### src/rtl/csync_generator.sv
// PAL 625-line interlaced composite sync generator with line/field timing strobes.
// All outputs are registered from the horizontal/line counters (one cycle of latency).
module csync_generator #(
    parameter int LINE_CYCLES  = 6400,
    parameter int HSYNC_CYCLES = 470,
    parameter int EQ_CYCLES    = 235,
    parameter int BROAD_CYCLES = 2730
) (
    input  logic       clk_100mhz,
    input  logic       rst_n,
    input  logic       enable,
    output logic       csync,
    output logic [9:0] line_num,
    output logic       field,
    output logic       line_start,
    output logic       frame_start
);

    localparam logic [12:0] HALF_W  = 13'(LINE_CYCLES / 2);
    localparam logic [12:0] LAST_H  = 13'(LINE_CYCLES - 1);
    localparam logic [12:0] HSYNC_W = 13'(HSYNC_CYCLES);
    localparam logic [12:0] EQ_W    = 13'(EQ_CYCLES);
    localparam logic [12:0] BROAD_W = 13'(BROAD_CYCLES);

    typedef enum logic [1:0] {
        PT_NONE   = 2'd0,
        PT_NORMAL = 2'd1,
        PT_EQ     = 2'd2,
        PT_BROAD  = 2'd3
    } pulse_t;

    logic [12:0] h_cnt_r;
    logic [9:0]  line_cnt_r;
    logic        second_s;
    logic [12:0] offset_s;
    pulse_t      ptype_s;
    logic        low_s;
    logic        csync_r;
    logic [9:0]  line_num_r;
    logic        field_r;
    logic        line_start_r;
    logic        frame_start_r;

    // Vertical-interval pulse pattern for one half-line of the interlaced frame.
    function automatic pulse_t pulse_type(input logic [9:0] line, input logic second);
        pulse_t pt;
        if (line <= 10'd2) begin
            pt = PT_BROAD;
        end else if (line == 10'd3) begin
            pt = second ? PT_EQ : PT_BROAD;
        end else if (line <= 10'd5) begin
            pt = PT_EQ;
        end else if (line <= 10'd310) begin
            pt = second ? PT_NONE : PT_NORMAL;
        end else if (line <= 10'd312) begin
            pt = PT_EQ;
        end else if (line == 10'd313) begin
            pt = second ? PT_BROAD : PT_EQ;
        end else if (line <= 10'd315) begin
            pt = PT_BROAD;
        end else if (line <= 10'd317) begin
            pt = PT_EQ;
        end else if (line == 10'd318) begin
            pt = second ? PT_NONE : PT_EQ;
        end else if (line <= 10'd622) begin
            pt = second ? PT_NONE : PT_NORMAL;
        end else if (line == 10'd623) begin
            pt = second ? PT_EQ : PT_NORMAL;
        end else if (line <= 10'd625) begin
            pt = PT_EQ;
        end else begin
            pt = PT_NONE;
        end
        return pt;
    endfunction

    // Decode whether the current counter position lies inside a sync pulse.
    always_comb begin
        second_s = (h_cnt_r >= HALF_W);
        if (second_s) begin
            offset_s = h_cnt_r - HALF_W;
        end else begin
            offset_s = h_cnt_r;
        end
        ptype_s = pulse_type(line_cnt_r, second_s);
        case (ptype_s)
            PT_NORMAL: low_s = (offset_s < HSYNC_W);
            PT_EQ:     low_s = (offset_s < EQ_W);
            PT_BROAD:  low_s = (offset_s < BROAD_W);
            PT_NONE:   low_s = 1'b0;
            default:   low_s = 1'b0;
        endcase
    end

    // Horizontal and line counters; disabling parks them at the frame origin.
    always_ff @(posedge clk_100mhz or negedge rst_n) begin
        if (!rst_n) begin
            h_cnt_r    <= 13'd0;
            line_cnt_r <= 10'd1;
        end else if (!enable) begin
            h_cnt_r    <= 13'd0;
            line_cnt_r <= 10'd1;
        end else if (h_cnt_r == LAST_H) begin
            h_cnt_r <= 13'd0;
            if (line_cnt_r == 10'd625) begin
                line_cnt_r <= 10'd1;
            end else begin
                line_cnt_r <= line_cnt_r + 10'd1;
            end
        end else begin
            h_cnt_r    <= h_cnt_r + 13'd1;
            line_cnt_r <= line_cnt_r;
        end
    end

    // Output registers; idle values drop any pulse in progress on the next clock.
    always_ff @(posedge clk_100mhz or negedge rst_n) begin
        if (!rst_n) begin
            csync_r       <= 1'b1;
            line_num_r    <= 10'd1;
            field_r       <= 1'b0;
            line_start_r  <= 1'b0;
            frame_start_r <= 1'b0;
        end else if (!enable) begin
            csync_r       <= 1'b1;
            line_num_r    <= 10'd1;
            field_r       <= 1'b0;
            line_start_r  <= 1'b0;
            frame_start_r <= 1'b0;
        end else begin
            csync_r       <= ~low_s;
            line_num_r    <= line_cnt_r;
            field_r       <= (line_cnt_r >= 10'd313);
            line_start_r  <= (h_cnt_r == 13'd0);
            frame_start_r <= (h_cnt_r == 13'd0) && (line_cnt_r == 10'd1);
        end
    end

    assign csync       = csync_r;
    assign line_num    = line_num_r;
    assign field       = field_r;
    assign line_start  = line_start_r;
    assign frame_start = frame_start_r;

endmodule

### config.mk
export PLATFORM = sky130hd
export DESIGN_NAME = csync_generator
export DESIGN_NICKNAME = d
export VERILOG_FILES = /design/src/rtl/csync_generator.sv
export SDC_FILE = /design/constraint.sdc
export NUM_CORES = 1
export LEC_CHECK = 0
export ABC_AREA = 1
export BUFFER_PORTS_ARGS = -buffer_cell sky130_fd_sc_hd__buf_4
export CELL_PAD_IN_SITES_DETAIL_PLACEMENT = 1
export CELL_PAD_IN_SITES_GLOBAL_PLACEMENT = 1
export CORE_MARGIN = 2
export CORE_UTILIZATION = 25
export DETAILED_ROUTE_END_ITERATION = 10
export PLACE_DENSITY_LB_ADDON = 0.1
export SLEW_MARGIN = 15
export SYNTH_ARGS = -nofsm -noshare
export SYNTH_HDL_FRONTEND = slang
export SYNTH_SLANG_ARGS = --single-unit
### constraint.sdc
create_clock -name clk_100mhz -period 2 [get_ports clk_100mhz]
set_input_delay 0.4 -clock clk_100mhz [delete_from_list [all_inputs] [get_ports clk_100mhz]]
set_output_delay 0.4 -clock clk_100mhz [all_outputs]
set_load 0.02 [all_outputs]
Word-level counts from Yosys, hierarchy flattened
Cells that the tools add are included.
{ "totals": {"regBits": 37, "output_inout_bits": 14} }
{ "op_classes": {"n_addsub": 3, "n_lt_le_gt_ge": 13, "n_eq_ne": 11, "mux": 29, "bitwise_logic": 1, "n_reduce_logical": 3} }
{ "ops": {"columns": ["op", "count"], "rows": [
  ["$le A10 B9 Y1 const B", 4],
  ["$mux W10", 4],
  ["$mux W13", 3],
  ["$mux W2", 14],
  ["$eq A10 B10 Y1 const B", 2],
  ["$eq A10 B9 Y1 const B", 2],
  ["$le A10 B10 Y1 const B", 2],
  ["$add A13 B1 Y13 const B", 1],
  ["$eq A13 B13 Y1 const B", 1],
  ["$ge A13 B12 Y1 const B", 1],
  ["$logic_not A13 Y1", 1],
  ["$lt A13 B12 Y1 const B", 1],
  ["$lt A13 B8 Y1 const B", 1],
  ["$lt A13 B9 Y1 const B", 1],
  ["$sub A13 B12 Y13 const B", 1],
  ["$add A10 B1 Y10 const B", 1],
  ["$eq A10 B1 Y1 const B", 1],
  ["$eq A10 B2 Y1 const B", 1],
  ["$ge A10 B9 Y1 const B", 1],
  ["$le A10 B2 Y1 const B", 1],
  ["$le A10 B3 Y1 const B", 1],
  ["$mux W1", 7],
  ["$eq A2 B2 Y1 const B", 2],
  ["$pmux W1 S4", 1],
  ["other kinds (5)", 5]
]} }

Logic depth before layout (Yosys ltp)
{ "logic_depth": {"depth_word": 17, "mapped_depth": 18, "ltp_nobuf": 17} }

Worst setup path before layout
No wires, ideal clock.
{ "synth_timing": {"path_type": "register to register", "start": "register h_cnt_r[7]", "end": "register csync_r (netlist: csync)", "setup_ns": 0.093, "arrival_time_ns": 1.687, "t_required_ns": 1.907, "slack_ns": 0.220, "stages_incl_launch_ff": 15, "n_path_buf": 1, "period_less_slack_ns": 1.780, "path_cell_list": "dfrtp_1 > inv_2 > ha_1 > inv_1 > a21oi_4 > nand2_2 > buf_6 > o21ai_2 > nand2_1 > inv_2 > nand2_1 > nor2_1 > nand3_1 > nand3_1 > nand3_1"} }
{ "synth_between": {"elab_chain_len": 17} }
{ "synth_rtl": {"columns": ["element", "line_no", "source"], "rows": [
  ["start: declaration", "32", "logic [12:0] h_cnt_r;"],
  ["start signal: assignment", "111", "h_cnt_r <= h_cnt_r + 13'd1;"],
  ["$ge A13 B12 Y1", "79", "second_s = (h_cnt_r >= HALF_W);"],
  ["$mux W2", "68", "pt = second ? PT_EQ : PT_NORMAL;"],
  ["$mux W2", "67", "end else if (line == 10'd623) begin"],
  ["$mux W2", "65", "end else if (line <= 10'd622) begin"],
  ["$mux W2", "63", "end else if (line == 10'd318) begin"],
  ["$mux W2", "61", "end else if (line <= 10'd317) begin"],
  ["$mux W2", "59", "end else if (line <= 10'd315) begin"],
  ["$mux W2", "57", "end else if (line == 10'd313) begin"],
  ["$mux W2", "55", "end else if (line <= 10'd312) begin"],
  ["$mux W2", "53", "end else if (line <= 10'd310) begin"],
  ["$mux W2", "51", "end else if (line <= 10'd5) begin"],
  ["$mux W2", "49", "end else if (line == 10'd3) begin"],
  ["$mux W2", "47", "if (line <= 10'd2) begin"],
  ["$eq A2 B2 Y1, or another cell as far along", "86", "case (ptype_s)"],
  ["$pmux W1 S4 *", "86", null],
  ["$not A1 Y1 *", "131", "csync_r <= ~low_s;"],
  ["$mux W1 *", "124", "end else if (!enable) begin"],
  ["end signal: assignment", "131", null],
  ["end: declaration", "38", "logic csync_r;"]
]} }
Mark *: on every way between the ends. The rest lies on a longest branch, timed or not.
A chain may end at the register's enable or synchronous reset.

Final worst setup path
{ "layout_timing": {"start": "register h_cnt_r[0]", "end": "register line_cnt_r[2]"} }
{ "layout_between": {"elab_chain_len": 2} }
{ "layout_rtl": {"columns": ["element", "line_no", "source"], "rows": [
  ["$eq A13 B13 Y1", "103", "end else if (h_cnt_r == LAST_H) begin"],
  ["$ne A2 B1 Y1 (no line)", null, null],
  ["end signal: assignment", "108", "line_cnt_r <= line_cnt_r + 10'd1;"],
  ["end signal: assignment", "112", "line_cnt_r <= line_cnt_r;"],
  ["end: declaration", "33", "logic [9:0] line_cnt_r;"]
]} }
No other way between the ends.

==> key figures <==
Status
  – Run status: finished, final reports clean

Pwr
  – Peak VDD IR: 0.000251 V
  – Pwr dens: around 420 nW/µm²
  – NetSw: approximately 400 µW
  – Sw Ratio: 0.279
  – Clk pwr share: 0.395
  – Sequential Power Share: 0.527
  – Logic pwr share: 0.077
  – Static Leak: ~0.0017 µW
  – Internal Power: ~1000 µW

STA
  – Worst Tran Pin Value: approximately 0.52 ns
  – Hold Violations, Final: 0
  – Slew headroom: 0.652
  – Final period utilization: 0.919
  – RSZ-0062 raised after global routing: true
  – F_max: ~0.54 GHz
  – Min Tclk post-route: between 1.5 and 2 ns
  – Clock Skews: roughly 0.012 ns
  – Hold Worst Slack: 0.0676 ns
  – Setup-failing EPs final: 0
  – Final Max Tran Viols: 0

Final layout
  – Area of the multi-input gates: roughly 1400 µm²
  – Sequential cell area: roughly 940 µm²
  – Share of cells above drive strength 1: 0.369
  – # diodes: 0
  – Finished Layout Cells: roughly 560
  – Nets@finish: approximately 440
  – P&R area growth vs syn: 39.4%
  – # fillers: around 1200

Global route
  – Antenna violations before repair: 0
  – First-pass GRT wire length: ~14000 µm
  – Total grt overflow: 0
  – Vias in the first global route: 2744
  – Total Routing Usage GR: 0.170
  – Largest net degree at the start of global routing: 38

Yosys
  – Post-synth top flop: dfrtp_1
  – Post-synth design cell area: ~2500 µm²
  – Synth Instances: 353
  – Sequential cell area fraction in the yosys report: 0.377
  – Synth Net Count: between 300 and 400
  – Synthesis Warnings: 0
  – Ranking of synthesized cells by area: dfrtp_1, nand2_1, inv_1, nor2_1, nand3_1
  – Synth top area share: 0.345
  – Post-synthesis register bit count: 37
  – Number of flops mapped to enable cells by yosys: 0
  – Distinct cells, synth: 35
  – Async S/R FF share, synth: 1.00
  – Leading area contributor after synthesis: dfrtp_1
  – Syn Area/Cell: 6.98 µm²

Place
  – RePlAce Congestion: approximately 0.8
  – Placed insts: 542
  – I/O Buffers: 16
  – Dpl hpwl: roughly 6500 µm

Worst setup path
  – Crit-path max FO: 4
  – Most frequent CP cell: nor2_4
  – CP top delay family: simple AND/OR/NAND/NOR gates
  – Max stage delay on crit path: 0.42 ns
  – Type of the worst setup path: reg2reg
  – Worst endpoint required time: between 2 and 2.5 ns
  – Slowest stage cell on the critical path: dfrtp_1
  – Startpoint Class: register
  – CP endpoint kind: register
  – Worst-path cell chain: ha_2, inv_2, nor2_4, nand2_2, nor2_4, nand2_2, nor2_4, nor2_2, inv_2, buf_4, buf_4, a21oi_1, nor2_1
  – Worst EP arrival: 2.06 ns
  – CP bufs+invs: 4

Floorplan
  – # IOs: 17
  – Die area: between 10000 and 15000 µm²
  – Num rows: 36
  – Initial core utilization: 0.254
  – Die height: approximately 100 µm
  – Core ar.: approximately 9700 µm²
  – Die width: around 100 µm

Run
  – # Max-Cap Violations: 0

CTS
  – CTS Root Cell: clkbuf_8
  – Hold_buf cts: 0
  – Skew-Pair Late Insertion Delay: approximately 0.30 ns
  – CTS tree: done
  – CTS buffer count: 5
  – CTS Sinks: 37
  – CTS max path bufs: 2
  – H-tree depth: 2
  – Clock-pin slew on the worst setup and hold paths: roughly 0.09 ns

Drt
  – Vias per cell: 4.45
  – DRT Pass-1 Iters: 4
  – Routed WL: around 8300 µm
  – Antenna Nets Post-Route: 0
  – DRC: 0
  – Via Count: between 2000 and 3000
  – Iter 0 DRT Violations: 29
  – Routed length per instance: 14.7 µm

Min path
  – Min-Delay Path Class: in2async
==> sequential cells by signal (all words and copies together) (netlist names) <==
name         cells
h_cnt_r         13
line_cnt_r      10
line_num        10
csync            1
field            1
frame_start      1
line_start       1
==> power groups by stage <==
stage               combinational [µW]  sequential [µW]  clock [µW]
global placement                   104              780           0
floorplan                         35.8              787           0
global route                       130              768         623
CTS                                106              766         601
detailed placement                 105              780           0
finish                             112              766         574
==> through the flow <==
stage / total power [µW] / cell area [µm²] / worst slack, ns / utilization / TNS (ns)
after floorplan: 823 / 2460 / 0.220 / - / 0
after global placement: 884 / 3070 / -0.0767 / 0.317 / -0.0767
after detailed placement: 886 / 3070 / -0.0823 / 0.317 / -0.0823
after CTS: 1470 / 3180 / 0.0263 / 0.328 / 0
after global routing: 1520 / 3430 / -0.0306 / 0.355 / -0.0651
final: 1450 / 3430 / 0.162 / 0.355 / 0
==> area by class of cell <==
type / instances / area share
Inverter: 63 / 0.0689
Timing Repair Buffer: 77 / 0.173
Clock inverter: 3 / 0.00619
Sequential cell: 37 / 0.274
Multi-Input combinational cell: 246 / 0.410
Tap cell: 133 / 0.0485
Clock buffer: 5 / 0.0200
==> repair_timing <==
item | CTS | global route
endpoints found under the setup margin | 1 | 11
buffers inserted | 2 | 12
pin swaps | 0 | 19
resized for setup | 1 | 56
==> metal layers <==
layer  track usage  vias to the layer above  part of all wire
li1              -                     1269                 -
met1         0.209                     1218              0.45
met2         0.322                       21              0.53
met3        0.0242                        4             0.016
met4        0.0243                        0            0.0058
met5             0                        -                 0
==> Yosys cell counts (all sizes together) (2+ instances only) <==
library cell and count:
nand2 86, inv 63, nor2 50, dfrtp 34, nand3 24, o21ai 18, a21oi 14, nor3 11
ha 8, xor2 7, nand4 6, a31oi 5, buf 4, clkbuf 3, dfstp 3, o22ai 3
a22oi 2, and3 2, o21bai 2
==> cells in the final DEF (no fill, tap or decap), types with 2 or more instances in the layout <==
cell type / n
o21ai_2: 4
nor2_1: 40
and3_1: 2
nand3_1: 21
nor2_4: 3
a21oi_1: 12
clkbuf_8: 5
dfrtp_1: 26
o21ai_0: 11
inv_2: 17
nand3_2: 3
nor2_2: 7
nand2_1: 69
a22oi_1: 2
nand2_2: 16
buf_6: 4
nand4_1: 6
dfrtp_2: 8
o21ai_1: 3
a31oi_1: 5
o22ai_1: 3
ha_4: 4
nor3_1: 10
inv_1: 46
ha_2: 2
buf_4: 73
dfstp_2: 3
xor2_1: 7
ha_1: 2
==> final timing paths <==
check	cells past startpoint	start	to	slack [ns]
worst max register to register	13	h_cnt_r[0]	line_cnt_r[2]	0.16
worst min-delay path	1	rst_n	line_num[1]	0.07
min in group clk_100mhz	3	enable	line_start	0.45
max in group asynchronous	1	rst_n	line_cnt_r[1]	1.53
worst max-delay path	13	h_cnt_r[0]	line_cnt_r[2]	0.16
worst min register to register	2	line_cnt_r[0]	line_num[0]	0.58
==> kinds of logic (layout without fill, tap and decap cells) <==
group           count (synthesis)  after routing  synth area share
simple gates                  181            181             0.317
buf+inv                        70            148             0.111
compound gates                 49             49             0.125
fa+ha+maj                       8              8            0.0406
flops                          37             37             0.377
xor+xnor                        8              8            0.0284
==> worst reg2reg max path: cells and delay by family, from the launching register on <==
| kind | cells | cell delay (ns) |
|---|---|---|
| AND/OR/NAND/NOR | 7 | 0.67 |
| flip-flops | 1 | 0.42 |
| buffers and inverters | 4 | 0.39 |
| adder cells (fa/ha/maj) | 1 | 0.22 |
| AO/OA/AOI/OAI | 1 | 0.06 |
Power figures use the tool's default switching activity.
